$ cat src/rtl/ising_pkg.sv
// Shared definitions for the Ising lattice frame streamer: frame header,
// streamer FSM states and the spin payload size helper.
package ising_pkg;

    localparam logic [7:0] HEADER_BYTE = 8'hA5;

    typedef enum logic {
        IDLE = 1'b0,
        SEND = 1'b1
    } frame_state_t;

    // Number of whole bytes needed to carry a grid*grid spin lattice.
    function automatic int nb_bytes(input int grid);
        return (grid * grid + 32'sd7) / 32'sd8;
    endfunction

endpackage

$ cat src/rtl/ising_frame_streamer.sv
// Snapshots the Ising lattice state on each update tick and streams it out as
// a checksummed byte frame on a ready/valid byte interface. Ticks arriving
// while a frame is in flight are dropped and counted, never queued.
module ising_frame_streamer
    import ising_pkg::*;
#(
    parameter int         GRID_SIZE = 4,
    parameter logic [7:0] HEADER    = HEADER_BYTE
) (
    input  logic                           clk,
    input  logic                           rst_n,
    input  logic                           enable,
    input  logic                           update_tick,
    input  logic [GRID_SIZE*GRID_SIZE-1:0] spin_states,
    input  logic [15:0]                    system_energy,
    input  logic [15:0]                    system_magnetization,
    output logic [7:0]                     m_tdata,
    output logic                           m_tvalid,
    input  logic                           m_tready,
    output logic                           m_tlast,
    output logic                           busy,
    output logic [7:0]                     seq_num,
    output logic [15:0]                    drop_count,
    output logic                           overrun,
    input  logic                           clear_overrun
);

    localparam int NBITS = GRID_SIZE * GRID_SIZE;
    localparam int NB    = nb_bytes(GRID_SIZE);
    localparam int LAST  = 6 + NB;
    localparam int IDXW  = $clog2(LAST + 1);
    localparam logic [IDXW-1:0] LAST_IDX = IDXW'(LAST);
    localparam logic [IDXW-1:0] IDX_ONE  = IDXW'(1'b1);
    localparam logic [IDXW-1:0] IDX_ZERO = {IDXW{1'b0}};

    frame_state_t      state_q, state_d;
    logic [IDXW-1:0]   idx_q, idx_d;
    logic              tick_prev_q, tick_prev_d;
    logic [NB*8-1:0]   spin_q, spin_d;
    logic [15:0]       energy_q, energy_d;
    logic [15:0]       mag_q, mag_d;
    logic [7:0]        seq_q, seq_d;
    logic [7:0]        chk_q, chk_d;
    logic [7:0]        tdata_q, tdata_d;
    logic              tvalid_q, tvalid_d;
    logic              tlast_q, tlast_d;
    logic [15:0]       drop_q, drop_d;
    logic              overrun_q, overrun_d;

    logic              tick_ev_s, hs_s, last_hs_s, start_s, drop_s, load_s;
    logic [IDXW-1:0]   idx_inc_s;
    logic [7:0]        sum_acc_s;
    logic [NB*8-1:0]   spin_pad_s;

    // Byte presented at a given frame position (checksum position excluded).
    function automatic logic [7:0] frame_byte(
        input logic [IDXW-1:0] idx,
        input logic [7:0]      seq,
        input logic [15:0]     e,
        input logic [15:0]     m,
        input logic [NB*8-1:0] spins
    );
        logic [NB*8-1:0] shifted;
        logic [7:0]      b;
        int              k;
        k       = int'(idx) - 32'sd6;
        shifted = {(NB*8){1'b0}};
        case (int'(idx))
            32'sd0:  b = HEADER;
            32'sd1:  b = seq;
            32'sd2:  b = e[15:8];
            32'sd3:  b = e[7:0];
            32'sd4:  b = m[15:8];
            32'sd5:  b = m[7:0];
            default: begin
                if (k < NB) begin
                    shifted = spins >> (32'sd8 * k);
                    b       = shifted[7:0];
                end else begin
                    b = 8'h00;
                end
            end
        endcase
        return b;
    endfunction

    // Event decode: tick edge, handshakes, frame start and drop conditions.
    always_comb begin
        tick_ev_s = update_tick & ~tick_prev_q;
        hs_s      = tvalid_q & m_tready;
        last_hs_s = hs_s & (idx_q == LAST_IDX);
        start_s   = tick_ev_s & enable & ((state_q == IDLE) | last_hs_s);
        drop_s    = tick_ev_s & enable & (state_q == SEND) & ~last_hs_s;
        idx_inc_s = idx_q + IDX_ONE;
        // Header is not part of the checksum; every later byte is summed.
        if (idx_q != IDX_ZERO) begin
            sum_acc_s = chk_q + tdata_q;
        end else begin
            sum_acc_s = chk_q;
        end
        spin_pad_s              = {(NB*8){1'b0}};
        spin_pad_s[NBITS-1:0]   = spin_states;
    end

    // Next-state, byte sequencing and drop/overrun bookkeeping.
    always_comb begin
        state_d     = state_q;
        idx_d       = idx_q;
        tick_prev_d = update_tick;
        spin_d      = spin_q;
        energy_d    = energy_q;
        mag_d       = mag_q;
        seq_d       = seq_q;
        chk_d       = chk_q;
        tdata_d     = tdata_q;
        tvalid_d    = tvalid_q;
        tlast_d     = tlast_q;
        drop_d      = drop_q;
        overrun_d   = overrun_q;
        load_s      = 1'b0;

        case (state_q)
            IDLE: begin
                if (start_s) begin
                    load_s = 1'b1;
                end else begin
                    state_d = IDLE;
                end
            end
            SEND: begin
                if (hs_s) begin
                    if (idx_q == LAST_IDX) begin
                        if (start_s) begin
                            load_s = 1'b1;
                        end else begin
                            state_d  = IDLE;
                            idx_d    = IDX_ZERO;
                            tvalid_d = 1'b0;
                            tdata_d  = 8'h00;
                            tlast_d  = 1'b0;
                        end
                    end else begin
                        idx_d   = idx_inc_s;
                        chk_d   = sum_acc_s;
                        tlast_d = (idx_inc_s == LAST_IDX);
                        if (idx_inc_s == LAST_IDX) begin
                            tdata_d = 8'h00 - sum_acc_s;
                        end else begin
                            tdata_d = frame_byte(idx_inc_s, seq_q, energy_q, mag_q, spin_q);
                        end
                    end
                end else begin
                    state_d = SEND;
                end
            end
            default: begin
                state_d  = IDLE;
                tvalid_d = 1'b0;
            end
        endcase

        // Start of a new frame: snapshot inputs and present the header.
        if (load_s) begin
            state_d  = SEND;
            idx_d    = IDX_ZERO;
            spin_d   = spin_pad_s;
            energy_d = system_energy;
            mag_d    = system_magnetization;
            seq_d    = seq_q + 8'd1;
            chk_d    = 8'h00;
            tdata_d  = HEADER;
            tvalid_d = 1'b1;
            tlast_d  = 1'b0;
        end else begin
            seq_d = seq_q;
        end

        // Clear takes priority over a simultaneous drop.
        if (clear_overrun) begin
            drop_d    = 16'h0000;
            overrun_d = 1'b0;
        end else if (drop_s) begin
            overrun_d = 1'b1;
            if (drop_q != 16'hFFFF) begin
                drop_d = drop_q + 16'd1;
            end else begin
                drop_d = drop_q;
            end
        end else begin
            drop_d    = drop_q;
            overrun_d = overrun_q;
        end
    end

    // State register; asynchronous reset aborts any frame in flight.
    always_ff @(posedge clk or negedge rst_n) begin
        if (!rst_n) begin
            state_q     <= IDLE;
            idx_q       <= IDX_ZERO;
            tick_prev_q <= 1'b0;
            spin_q      <= {(NB*8){1'b0}};
            energy_q    <= 16'h0000;
            mag_q       <= 16'h0000;
            seq_q       <= 8'h00;
            chk_q       <= 8'h00;
            tdata_q     <= 8'h00;
            tvalid_q    <= 1'b0;
            tlast_q     <= 1'b0;
            drop_q      <= 16'h0000;
            overrun_q   <= 1'b0;
        end else begin
            state_q     <= state_d;
            idx_q       <= idx_d;
            tick_prev_q <= tick_prev_d;
            spin_q      <= spin_d;
            energy_q    <= energy_d;
            mag_q       <= mag_d;
            seq_q       <= seq_d;
            chk_q       <= chk_d;
            tdata_q     <= tdata_d;
            tvalid_q    <= tvalid_d;
            tlast_q     <= tlast_d;
            drop_q      <= drop_d;
            overrun_q   <= overrun_d;
        end
    end

    assign m_tdata    = tdata_q;
    assign m_tvalid   = tvalid_q;
    assign m_tlast    = tlast_q;
    assign busy       = (state_q == SEND);
    assign seq_num    = seq_q;
    assign drop_count = drop_q;
    assign overrun    = overrun_q;

endmodule

$ cat config.mk
export PLATFORM = sky130hd
export DESIGN_NAME = ising_frame_streamer
export DESIGN_NICKNAME = d
export VERILOG_FILES = /design/src/rtl/ising_pkg.sv /design/src/rtl/ising_frame_streamer.sv
export SDC_FILE = /design/constraint.sdc
export NUM_CORES = 1
export LEC_CHECK = 0
export ABC_AREA = 0
export BUFFER_PORTS_ARGS = -buffer_cell sky130_fd_sc_hd__buf_2
export CORE_MARGIN = 2
export CORE_UTILIZATION = 61
export CTS_BUF_LIST = sky130_fd_sc_hd__clkbuf_16
export DETAILED_ROUTE_END_ITERATION = 8
export HOLD_SLACK_MARGIN = 0.03
export PLACE_DENSITY_LB_ADDON = 0.1
export REMOVE_ABC_BUFFERS = 1
export SYNTH_ARGS = -nofsm -noshare
export SYNTH_HDL_FRONTEND = slang
export SYNTH_SLANG_ARGS = --single-unit
$ cat constraint.sdc
create_clock -name clk -period 4.4 [get_ports clk]
set_input_delay 0.44 -clock clk [delete_from_list [all_inputs] [get_ports clk]]
set_output_delay 0.44 -clock clk [all_outputs]
set_load 0.03 [all_outputs]
==> metrics.txt <==
static leakage 0.00305 µW; Relative slew margins 37.0%; clock buffer count from CTS 9; global-route wire length before repair 20.5 mm; Worst Setup EP m_tdata[7]; Die Ht 95.9 µm; CP Capture Type register; largest net degree at the start of global routing 70; Vias/cell about 5.9; Reg2Reg Depth 9; multi-input logic area 2590 µm²; clk slew on worst S/H paths 70 ps; number of DRC markers in iteration 0 249; clock root buffer master clkbuf_16; Gate Count Post-Synth 580; Cell Area, Synth a little over 5000 µm²; worst-skew pair later-pin latency 340 ps; Remaining DRCs 0; WP data arrival between 3000 and 4000 ps; Max Cap Violations 0; maximum vdd drop 345 µV; largest area contributor in the netlist dfrtp_1; power density over the cells approximately 660 nW/µm²; setup violators final 0; vias in the first global route approximately 4200; DR vias 4504; Final Skew between 10 and 15 ps; IO Port Bufs 89; filler instances between 600 and 700; Synth Register Bits 97; Die W between 90 and 100 µm; quantity of hold-fixing buffers added after cts 0; top cells by area, synth dfrtp_1 47%, nand2_1 14%, ha_1 3.6%, a21oi_1 2.8%, xor2_1 2.7%; Synth Warn # 0; 1st-pass router iterations 6; WP data required 4660 ps; Peak Freq 0.304 GHz; buffer count from post-CTS setup fixing 0; post_cts resized 0; crit path time final 3290 ps; Post-synth EDFFs 0; Worst setup startpoint idx_q[0]; r2r startpoint idx_q[0]; synthesized area per cell about 9 µm²; top cell type's share of synthesized area 47.1%; CTS tree done; Syn-to-layout area delta 15.4%; GRT Util Overall around 29%; ANT cells 0; Max clock buf depth 2; Sinks on Clock Net 97; status finished, final reports clean; Remaining Overflow, GRT 0; Hold Path Class input port to async pin; Crit Reg-Reg Endpoint m_tdata[7]; Fin. Hold Viols 0; Initial Utilization 62.7%; die area 9200 µm²; count of non-filler cells in the finished layout around 770; core area around 8200 µm²; GPL Wtd Cong about 0.88; initial antenna violation count 0; H-tree depth 3; Ports 90; DP HPWL roughly 9 mm; Wirelength per Cell 16.6 µm; CP max FO 17; Seq/Total Area, Yosys 47.1%; Crit Path Category register to register; Tcrit/Tclk final 74.7%; Total Neg Setup Slack 0 ps; Routed Antenna Nets 0; Async SR Flop Fraction 100%; DP Cell Count 751; Post-synth top flop dfrtp_1; # nets final between 700 and 800; Slew Viols, Final 0; Rows 33; register area 2430 µm²; Slew @ Worst Pin 941 ps; worst reg-to-reg setup slack ~1100 ps; Distinct cells, synth 58; fraction of layout cells with a size suffix above 1 17.5%; Routed Wire Length around 13 mm; Worst Setup Start Kind register; Final Util 72.4%; RSZ-0062 raised after global routing false
## cell families (layout without fill, tap and decap cells)
family | Yosys count | after routing | share of synthesized area [%]
flops | 97 | 97 | 47.1
mux | 15 | 15 | 3.20
simple gates | 282 | 282 | 23.8
compound gates | 109 | 109 | 14.8
buf+inv | 35 | 117 | 2.65
fa+ha+maj | 16 | 16 | 4.03
xor+xnor | 26 | 26 | 4.42
## where the power goes
part / switching, µW / internal (µW)
clock network: 348 / 440
registers: 279 / 1190
logic: 994 / 646
## how the worst min path moves through the flow
stage               endpoint        start
6_report       drop_count[9]        rst_n
5_1_grt          tick_prev_q  update_tick
4_1_cts          tick_prev_q  update_tick
3_5_place_dp       spin_q[4]    spin_q[4]
3_3_place_gp        mag_q[4]     mag_q[4]
2_1_floorplan           busy        rst_n
## through the flow
stage / cell area (µm²) / setup WS, ps / total power, µW / hold WS [ps]
after CTS: 5950 / 1160 / 3880 / 220
after global placement: 5660 / 1360 / 3000 / 458
after global routing: 5950 / 874 / 4140 / 222
after floorplan: 5050 / 1170 / 2610 / 144
after detailed placement: 5660 / 1180 / 3080 / 464
final: 5950 / 1110 / 3900 / 218
## state kept, by name, summed over array words and instances, names as in the netlist
name,cells
seq_num,8
idx_q,4
m_tlast,1
m_tvalid,1
chk_q,8
energy_q,16
drop_count,16
tick_prev_q,1
busy,1
m_tdata,8
spin_q,16
overrun,1
mag_q,16
## cell usage in the layout (no fill, tap or decap), types with 4 or more instances in the layout
cell type	instances
nand2_1	192
dfrtp_1	97
buf_2	88
nor2_1	29
a21oi_1	29
o21ai_0	17
xor2_1	16
ha_1	15
mux2i_1	12
nand3_1	10
xnor2_1	10
inv_1	9
nor3_1	9
clkbuf_16	9
nand3b_1	6
nand4_1	6
a21o_1	6
and2_1	6
a211o_1	5
nor2b_1	5
and4_1	5
a22o_1	5
o22ai_1	5
a31oi_1	4
o31ai_1	4
a22oi_1	4
a222oi_1	4
buf_4	4
## Yosys cell counts (all sizes together) (3+ instances only)
cell type / instances
nand2: 192
dfrtp: 97
a21oi: 29
nor2: 29
o21ai: 18
clkbuf: 17
xor2: 16
ha: 15
mux2i: 13
nand3: 10
xnor2: 10
buf: 9
inv: 9
nor3: 9
and2: 8
a21o: 6
nand3b: 6
nand4: 6
a211o: 5
a22o: 5
a31oi: 5
and4: 5
nor2b: 5
o22ai: 5
a222oi: 4
a22oi: 4
o31ai: 4
a211oi: 3
a21boi: 3
o21a: 3
## routing by layer
metal	vias to the layer above	GRT usage (%)	routed length, µm
li1	2154	-	-
met1	2180	42.1	5910
met2	146	44.9	5900
met3	24	4.07	646
met4	0	9.64	239
met5	-	0	0
## worst max-delay path, cell delays in order, from the launching register on
cell	delay, ps
dfrtp_1	650
inv_1	230
ha_1	200
nor3b_2	770
nor3b_1	110
mux2_2	300
a211oi_1	410
nand3b_1	180
a21o_1	190
a31oi_1	170
## final cells by class
type | instances | area share [%]
multi-input combinational | 448 | 43.6
sequential | 97 | 40.8
timing repair buffer | 92 | 7.91
clock buffer | 9 | 3.79
tap | 105 | 2.21
clock inverter | 7 | 1.16
inverter | 9 | 0.568
(Power assumes the default switching activity.)
